File: src/rtl/addsub_pkg.sv
// Shared definitions for the pipelined add/subtract unit: operation encoding
// and default geometry.
package addsub_pkg;

    typedef enum logic {
        OP_ADD = 1'b0,
        OP_SUB = 1'b1
    } op_e;

    localparam int DEF_WIDTH  = 32;
    localparam int DEF_STAGES = 2;

    // Carry-in that turns A + ~B into a two's-complement subtract.
    function automatic logic op_cin(input op_e op);
        return (op == OP_SUB);
    endfunction

endpackage

File: src/rtl/addsub_if.sv
// Handshake and payload bundle between a producer, the add/sub pipeline and
// its consumer.
interface addsub_if
    import addsub_pkg::*;
#(
    parameter int WIDTH = DEF_WIDTH
);

    logic             in_valid_i;
    logic             in_ready_o;
    logic [WIDTH-1:0] a_i;
    logic [WIDTH-1:0] b_i;
    op_e              sel_i;
    logic             out_valid_o;
    logic             out_ready_i;
    logic [WIDTH-1:0] s_o;
    logic             c_o;
    logic             v_o;
    logic             z_o;

    modport master (
        output in_valid_i, a_i, b_i, sel_i, out_ready_i,
        input  in_ready_o, out_valid_o, s_o, c_o, v_o, z_o
    );

    modport slave (
        input  in_valid_i, a_i, b_i, sel_i, out_ready_i,
        output in_ready_o, out_valid_o, s_o, c_o, v_o, z_o
    );

endinterface

File: src/rtl/addsub_seg.sv
// Combinational adder for one carry-chain segment; also exposes the carry
// into its top bit so the last segment can derive signed overflow.
module addsub_seg #(
    parameter int SEG_W = 16
) (
    input  logic [SEG_W-1:0] a,
    input  logic [SEG_W-1:0] b,
    input  logic             cin,
    output logic [SEG_W-1:0] sum,
    output logic             cout,
    output logic             cmsb
);

    if (SEG_W == 1) begin : g_bit
        logic [1:0] t;
        assign t    = {1'b0, a} + {1'b0, b} + {1'b0, cin};
        assign sum  = t[0];
        assign cout = t[1];
        assign cmsb = cin;
    end else begin : g_vec
        logic [SEG_W-1:0] low;
        logic [1:0]       top;

        // Add everything below the MSB first so its carry-out is visible.
        assign low  = {1'b0, a[SEG_W-2:0]} + {1'b0, b[SEG_W-2:0]}
                    + {{(SEG_W-1){1'b0}}, cin};
        assign cmsb = low[SEG_W-1];
        assign top  = {1'b0, a[SEG_W-1]} + {1'b0, b[SEG_W-1]} + {1'b0, cmsb};
        assign sum  = {top[0], low[SEG_W-2:0]};
        assign cout = top[1];
    end

endmodule

File: src/rtl/addsub_pipe.sv
// Pipelined add/subtract: the carry chain is cut into STAGES segments, one per
// register stage, with a single global advance enable for backpressure.
module addsub_pipe
    import addsub_pkg::*;
#(
    parameter int WIDTH  = DEF_WIDTH,
    parameter int STAGES = DEF_STAGES
) (
    input  logic     clk_i,
    input  logic     rst_i,
    addsub_if.slave  bus
);

    localparam int SEG_W = WIDTH / STAGES;

    if ((WIDTH < 2) || (STAGES < 1) || ((WIDTH % STAGES) != 0)) begin : g_cfg_err
        $error("addsub_pipe: WIDTH must be >= 2 and divisible by STAGES");
    end

    logic             en;
    logic             cin0;
    logic [WIDTH-1:0] b_eff;

    // Every stage advances together; a stalled, full output freezes the pipe.
    assign en             = bus.out_ready_i | ~bus.out_valid_o;
    assign bus.in_ready_o = en;
    assign cin0           = op_cin(bus.sel_i);
    assign b_eff          = cin0 ? ~bus.b_i : bus.b_i;

    for (genvar k = 0; k < STAGES; k++) begin : g_stg
        localparam int SRC_W  = WIDTH - k * SEG_W;
        localparam int DONE_W = (k + 1) * SEG_W;

        logic [SRC_W-1:0]  a_src;
        logic [SRC_W-1:0]  b_src;
        logic              cin_src;
        logic              vld_src;
        logic [SEG_W-1:0]  seg_sum;
        logic              seg_cout;
        logic              seg_cmsb;
        logic [DONE_W-1:0] sum_d;

        logic              vld_q;
        logic [DONE_W-1:0] sum_q;
        logic              cy_q;

        if (k == 0) begin : g_src
            assign a_src   = bus.a_i;
            assign b_src   = b_eff;
            assign cin_src = cin0;
            assign vld_src = bus.in_valid_i;
            assign sum_d   = seg_sum;
        end else begin : g_src
            assign a_src   = g_stg[k-1].g_fwd.a_q;
            assign b_src   = g_stg[k-1].g_fwd.b_q;
            assign cin_src = g_stg[k-1].cy_q;
            assign vld_src = g_stg[k-1].vld_q;
            // Completed low segments ride along so the result lands aligned.
            assign sum_d   = {seg_sum, g_stg[k-1].sum_q};
        end

        addsub_seg #(
            .SEG_W (SEG_W)
        ) u_seg (
            .a    (a_src[SEG_W-1:0]),
            .b    (b_src[SEG_W-1:0]),
            .cin  (cin_src),
            .sum  (seg_sum),
            .cout (seg_cout),
            .cmsb (seg_cmsb)
        );

        // ---- stage k register boundary ----
        always_ff @(posedge clk_i) begin
            if (rst_i) begin
                vld_q <= 1'b0;
            end else if (en) begin
                vld_q <= vld_src;
            end
        end

        if (k != STAGES - 1) begin : g_fwd
            logic [SRC_W-SEG_W-1:0] a_q;
            logic [SRC_W-SEG_W-1:0] b_q;
            logic                   unused_cmsb;

            assign unused_cmsb = seg_cmsb;

            always_ff @(posedge clk_i) begin
                if (en) begin
                    a_q   <= a_src[SRC_W-1:SEG_W];
                    b_q   <= b_src[SRC_W-1:SEG_W];
                    sum_q <= sum_d;
                    cy_q  <= seg_cout;
                end
            end
        end else begin : g_out
            logic ovf_q;
            logic zero_q;

            // Payload only loads with valid data, so bubbles never disturb it.
            always_ff @(posedge clk_i) begin
                if (rst_i) begin
                    sum_q  <= '0;
                    cy_q   <= 1'b0;
                    ovf_q  <= 1'b0;
                    zero_q <= 1'b0;
                end else if (en && vld_src) begin
                    sum_q  <= sum_d;
                    cy_q   <= seg_cout;
                    ovf_q  <= seg_cmsb ^ seg_cout;
                    zero_q <= ~|sum_d;
                end
            end
        end
    end

    assign bus.out_valid_o = g_stg[STAGES-1].vld_q;
    assign bus.s_o         = g_stg[STAGES-1].sum_q;
    assign bus.c_o         = g_stg[STAGES-1].cy_q;
    assign bus.v_o         = g_stg[STAGES-1].g_out.ovf_q;
    assign bus.z_o         = g_stg[STAGES-1].g_out.zero_q;

endmodule

File: src/flat_wrapper.sv
// flat-port wrapper written by rule: the top's interface ports become plain ports
module addsub_pipe_flat import addsub_pkg::*;
#(
    parameter int WIDTH  = DEF_WIDTH,
    parameter int STAGES = DEF_STAGES
)
  (clk_i, rst_i, bus_in_valid_i, bus_a_i, bus_b_i, bus_sel_i, bus_out_ready_i, bus_in_ready_o, bus_out_valid_o, bus_s_o, bus_c_o, bus_v_o, bus_z_o);
  addsub_if #(.WIDTH(WIDTH)) bus_i ();
  input  logic clk_i;
  input  logic rst_i;
  input wire logic [$bits(bus_i.in_valid_i)-1:0] bus_in_valid_i;
  input wire logic [$bits(bus_i.a_i)-1:0] bus_a_i;
  input wire logic [$bits(bus_i.b_i)-1:0] bus_b_i;
  input wire logic [$bits(bus_i.sel_i)-1:0] bus_sel_i;
  input wire logic [$bits(bus_i.out_ready_i)-1:0] bus_out_ready_i;
  output wire logic [$bits(bus_i.in_ready_o)-1:0] bus_in_ready_o;
  output wire logic [$bits(bus_i.out_valid_o)-1:0] bus_out_valid_o;
  output wire logic [$bits(bus_i.s_o)-1:0] bus_s_o;
  output wire logic [$bits(bus_i.c_o)-1:0] bus_c_o;
  output wire logic [$bits(bus_i.v_o)-1:0] bus_v_o;
  output wire logic [$bits(bus_i.z_o)-1:0] bus_z_o;
  assign bus_i.in_valid_i = bus_in_valid_i;
  assign bus_i.a_i = bus_a_i;
  assign bus_i.b_i = bus_b_i;
  assign bus_i.sel_i = bus_sel_i;
  assign bus_i.out_ready_i = bus_out_ready_i;
  assign bus_in_ready_o = bus_i.in_ready_o;
  assign bus_out_valid_o = bus_i.out_valid_o;
  assign bus_s_o = bus_i.s_o;
  assign bus_c_o = bus_i.c_o;
  assign bus_v_o = bus_i.v_o;
  assign bus_z_o = bus_i.z_o;
  addsub_pipe #(.WIDTH(WIDTH), .STAGES(STAGES)) u_core (.clk_i(clk_i), .rst_i(rst_i), .bus(bus_i));
endmodule
File: config.mk
export PLATFORM = sky130hd
export DESIGN_NAME = addsub_pipe_flat
export DESIGN_NICKNAME = d
export VERILOG_FILES = /design/src/rtl/addsub_pkg.sv /design/src/rtl/addsub_if.sv /design/src/rtl/addsub_seg.sv /design/src/rtl/addsub_pipe.sv /design/src/flat_wrapper.sv
export SDC_FILE = /design/constraint.sdc
export NUM_CORES = 1
export LEC_CHECK = 0
export CAP_MARGIN = 5
export CORE_AREA = 2 2 99 101
export CTS_CLUSTER_DIAMETER = 150
export DETAILED_ROUTE_END_ITERATION = 7
export DIE_AREA = 0 0 101 103
export MAX_ROUTING_LAYER = met4
export PLACE_DENSITY = 0.79
export SLEW_MARGIN = 10
export SYNTH_ARGS = -nofsm -noshare
export SYNTH_HDL_FRONTEND = slang
export SYNTH_SLANG_ARGS = --single-unit
File: constraint.sdc
create_clock -name clk_i -period 5.2 [get_ports clk_i]
set_clock_uncertainty 0.15 [all_clocks]
set_input_delay 0.78 -clock clk_i [delete_from_list [all_inputs] [get_ports clk_i]]
set_output_delay 0.78 -clock clk_i [all_outputs]
set_load 0.02 [all_outputs]
==> summary.txt <==
Synthesis
  – Syn Nets: 543
  – Seq cells post-synth: 86
  – Top_reg_cell synth: edfxtp_1
  – Number of synthesized flops with an enable pin: 49
  – Top cells by area, synth: edfxtp_1 (32%), dfxtp_1 (16%), ha_1 (7.6%)
  – Warnings, synthesis: 0
  – Post-synthesis sequential area ratio: 47.9%
  – Post-synth cell types: 55
  – Mapped Area: 4620 um^2
  – Top cell type's share of synthesized area: 31.8%
  – Mean Syn Cell Area: 10.5 um^2
  – Post-synth top area cell: edfxtp_1
  – Async SR Flop Fraction: 0%
  – Mapped Cells: 441

Setup path
  – Required time worst endpoint: 5.32 ns
  – Worst path max stage delay: 0.58 ns
  – CP cell instances: inv_1 > fa_1 > nor2b_1 > o31ai_2 > a211o_1 > a31oi_1 > a31oi_2 > fa_1 > nand3_1 > or4_1 > a2111oi_2 > nand4_1 > o31ai_2
  – Crit end category: register
  – CP Launch Type: register
  – CP Data Arrival Time: 4.20 ns
  – CP max FO: 3
  – Critical path's slowest cell: fa_1
  – CP Class: reg -> reg

Floorplanning
  – Initial Util: 48.9%
  – Core area: 9460 um^2
  – Die width: 101 um
  – Cell row count: 36
  – Die ar.: 10400 um^2
  – Io pins: 106
  – Die H: 103 um

Place
  – Placer Congestion: 1.01
  – Port bufs: 105
  – Final HPWL DP: 7550 um

Global routing
  – Grt total ovfl: 0
  – Total GRT Usage: 20.7%
  – Vias in the first global route: 3424
  – Initial antenna violation count: 0
  – Largest net degree at the start of global routing: 41
  – First-pass GRT wire length: 16100 um

Power
  – Final Power: 1.94 mW
  – Leakage: 2.30 nW
  – Power Density: 325 nW/um^2
  – Maximum vdd drop: 155 uV

Clock tree
  – Worst-Skew Late Latency: 0.36 ns
  – Clock Path Buffers: 2
  – Htree depth: 3
  – TritonCTS clock tree: done
  – Root Driver: clkbuf_8
  – TritonCTS buffer count: 9
  – CTS Hold Bufs: 0
  – CTS resizes: 0
  – Clock-pin slew on the worst setup and hold paths: 0.08 ns
  – Postcts setup bufs: 0
  – CTS Sinks: 86

Timing
  – Final Hold Viols: 0
  – Slew Limit Fails: 0
  – Max frequency: 245 MHz
  – Slew headroom: 30.6%
  – Final worst path period share: 78.6%
  – Tightest Pin Transition: 1.04 ns
  – Sum Neg Setup Slack: 0 ns
  – Final setup violation count: 0
  – Final min period: 4.09 ns
  – RSZ-0062 raised after global routing: no

Min path
  – Worst Hold Class: reg -> reg

Detailed routing
  – WL per Instance: 15.5 um
  – Drt drc: 0
  – ANT nets after route: 0
  – DRT iter0 DRCs: 208
  – Detailed Routing Iterations Pass 1: 4
  – Post-Route WL: 10300 um
  – Via count: 3614
  – Vias per std cell: 5.46

Layout
  – ANT cells: 0
  – Fillcell total: 798
  – Share of layout cells above drive strength 1: 5.47%
  – Synth-to-Final Area Change: 29.2%
  – Total Nets Final: 645

Status
  – Status: completed

Job
  – MaxCap Viol Count: 0
-- synth_stat cells (all sizes together), types with 2 or more instances --
cell,instances
nor4,5
o21ai,9
o31ai,4
nand3,8
edfxtp,49
nand2b,5
nor3,11
buf,5
and3,3
nor3b,2
xor2,39
inv,14
o31a,3
dfxtp,37
a21oi,49
a2111oi,3
or2,3
nor2,25
nor2b,5
clkbuf,12
o311a,3
ha,28
o21a,4
fa,5
xnor2,11
nand3b,2
a31oi,6
a211o,5
nand4,2
or3,7
a211oi,8
nand2,46
a21o,7
o2111ai,2
or4,2
-- routing by layer --
| layer | share of wire, % | vias up | track usage (%) |
|---|---|---|---|
| met5 | 0 | - | - |
| met4 | 2.6 | 0 | 8.00 |
| met3 | 4.9 | 23 | 4.14 |
| met2 | 49 | 105 | 33.9 |
| met1 | 44 | 1687 | 25.4 |
| li1 | - | 1799 | - |
-- report_power, final --
| part | switching [mW] | internal [mW] |
|---|---|---|
| logic | 0.300 | 0.265 |
| clock network | 0.235 | 0.269 |
| registers | 0.0466 | 0.824 |
-- cell type report --
| cell class | count | area [um^2] | share of cell area, % |
|---|---|---|---|
| clock inverters | 5 | 76.3 | 1.28 |
| well taps | 114 | 143 | 2.39 |
| flip-flops and latches | 86 | 2210 | 37.0 |
| repair buffers | 108 | 1070 | 17.9 |
| clock buffers | 11 | 131 | 2.20 |
| multi-input cells | 324 | 2290 | 38.3 |
| inverters | 14 | 52.6 | 0.880 |
-- registers in the layout (all words and copies together), names as in the netlist, 16 cells and up --
signal,flops
u_core.g_stg.g_fwd.b_q,16
u_core.bus.s_o,32
u_core.g_stg.g_fwd.a_q,16
u_core.g_stg.sum_q,16
-- critical path, delay by kind of cell, from the launching register on --
kind,cells,cell delay (ns)
adders and majority gates,2,1.04
buffers and inverters,1,0.05
AOI/OAI and AO/OA,6,1.44
and+or+nand+nor,4,0.98
DFF,1,0.33
-- per-stage QoR --
step	setup WS, ns	hold WS, ns	cell area [um^2]	cells	util, %
2_1_floorplan	1.36	0.297	4620	441	-
3_3_place_gp	1.14	0.293	5760	646	60.9
3_5_place_dp	1.02	0.298	5760	646	60.9
4_1_cts	1.13	0.312	5970	662	63.1
5_1_grt	0.844	0.327	5970	662	63.1
6_report	1.11	0.308	5970	662	63.1
-- final timing paths --
| path | cells past startpoint | from | slack, ns | endpoint |
|---|---|---|---|---|
| hold reg to reg | 2 | u_core.bus.s_o[13]$_SDFFE_PP0P_ | 0.31 | u_core.bus.s_o[13]$_SDFFE_PP0P_ |
| setup / recovery | 13 | u_core.g_stg[0].g_fwd.b_q[0]$_DFFE_PN_ | 1.11 | u_core.bus.z_o$_SDFFE_PP0P_ |
| hold / removal | 2 | u_core.bus.s_o[13]$_SDFFE_PP0P_ | 0.31 | u_core.bus.s_o[13]$_SDFFE_PP0P_ |
| setup reg to reg | 13 | u_core.g_stg[0].g_fwd.b_q[0]$_DFFE_PN_ | 1.11 | u_core.bus.z_o$_SDFFE_PP0P_ |
-- kinds of logic (layout without fill, tap and decap cells) --
family,count (synthesis),after routing,synth area share [%]
AND/OR/NAND/NOR,130,130,13.6
AO/OA/AOI/OAI,109,109,16.1
flip-flops,86,86,47.9
XOR/XNOR,50,50,9.47
adder cells (fa/ha/maj),33,33,9.75
buffers and inverters,31,138,2.71
multiplexers,2,2,0.541
-- placed cells by master (no fill, tap or decap), types with 3 or more instances in the layout --
cell | netlist | layout
clkdlybuf4s50_1 | 0 | 104
a21oi_1 | 49 | 49
edfxtp_1 | 49 | 49
nand2_1 | 46 | 46
xor2_1 | 39 | 39
dfxtp_1 | 37 | 37
ha_1 | 28 | 28
nor2_1 | 25 | 25
inv_1 | 14 | 14
nor3_1 | 11 | 11
xnor2_1 | 11 | 11
clkbuf_8 | 0 | 9
nand3_1 | 8 | 8
a211oi_1 | 8 | 8
or3_1 | 7 | 7
o21ai_0 | 7 | 7
a21o_1 | 7 | 7
a211o_1 | 5 | 5
nor2b_1 | 5 | 5
nor4_1 | 5 | 5
fa_1 | 5 | 5
o21a_1 | 4 | 4
nand2b_1 | 5 | 4
or2_2 | 3 | 3
and3_1 | 3 | 3
a31oi_1 | 3 | 3
o31a_1 | 3 | 3
o311a_1 | 3 | 3
buf_4 | 0 | 3
Note: power is estimated with default switching activity, not from simulation.
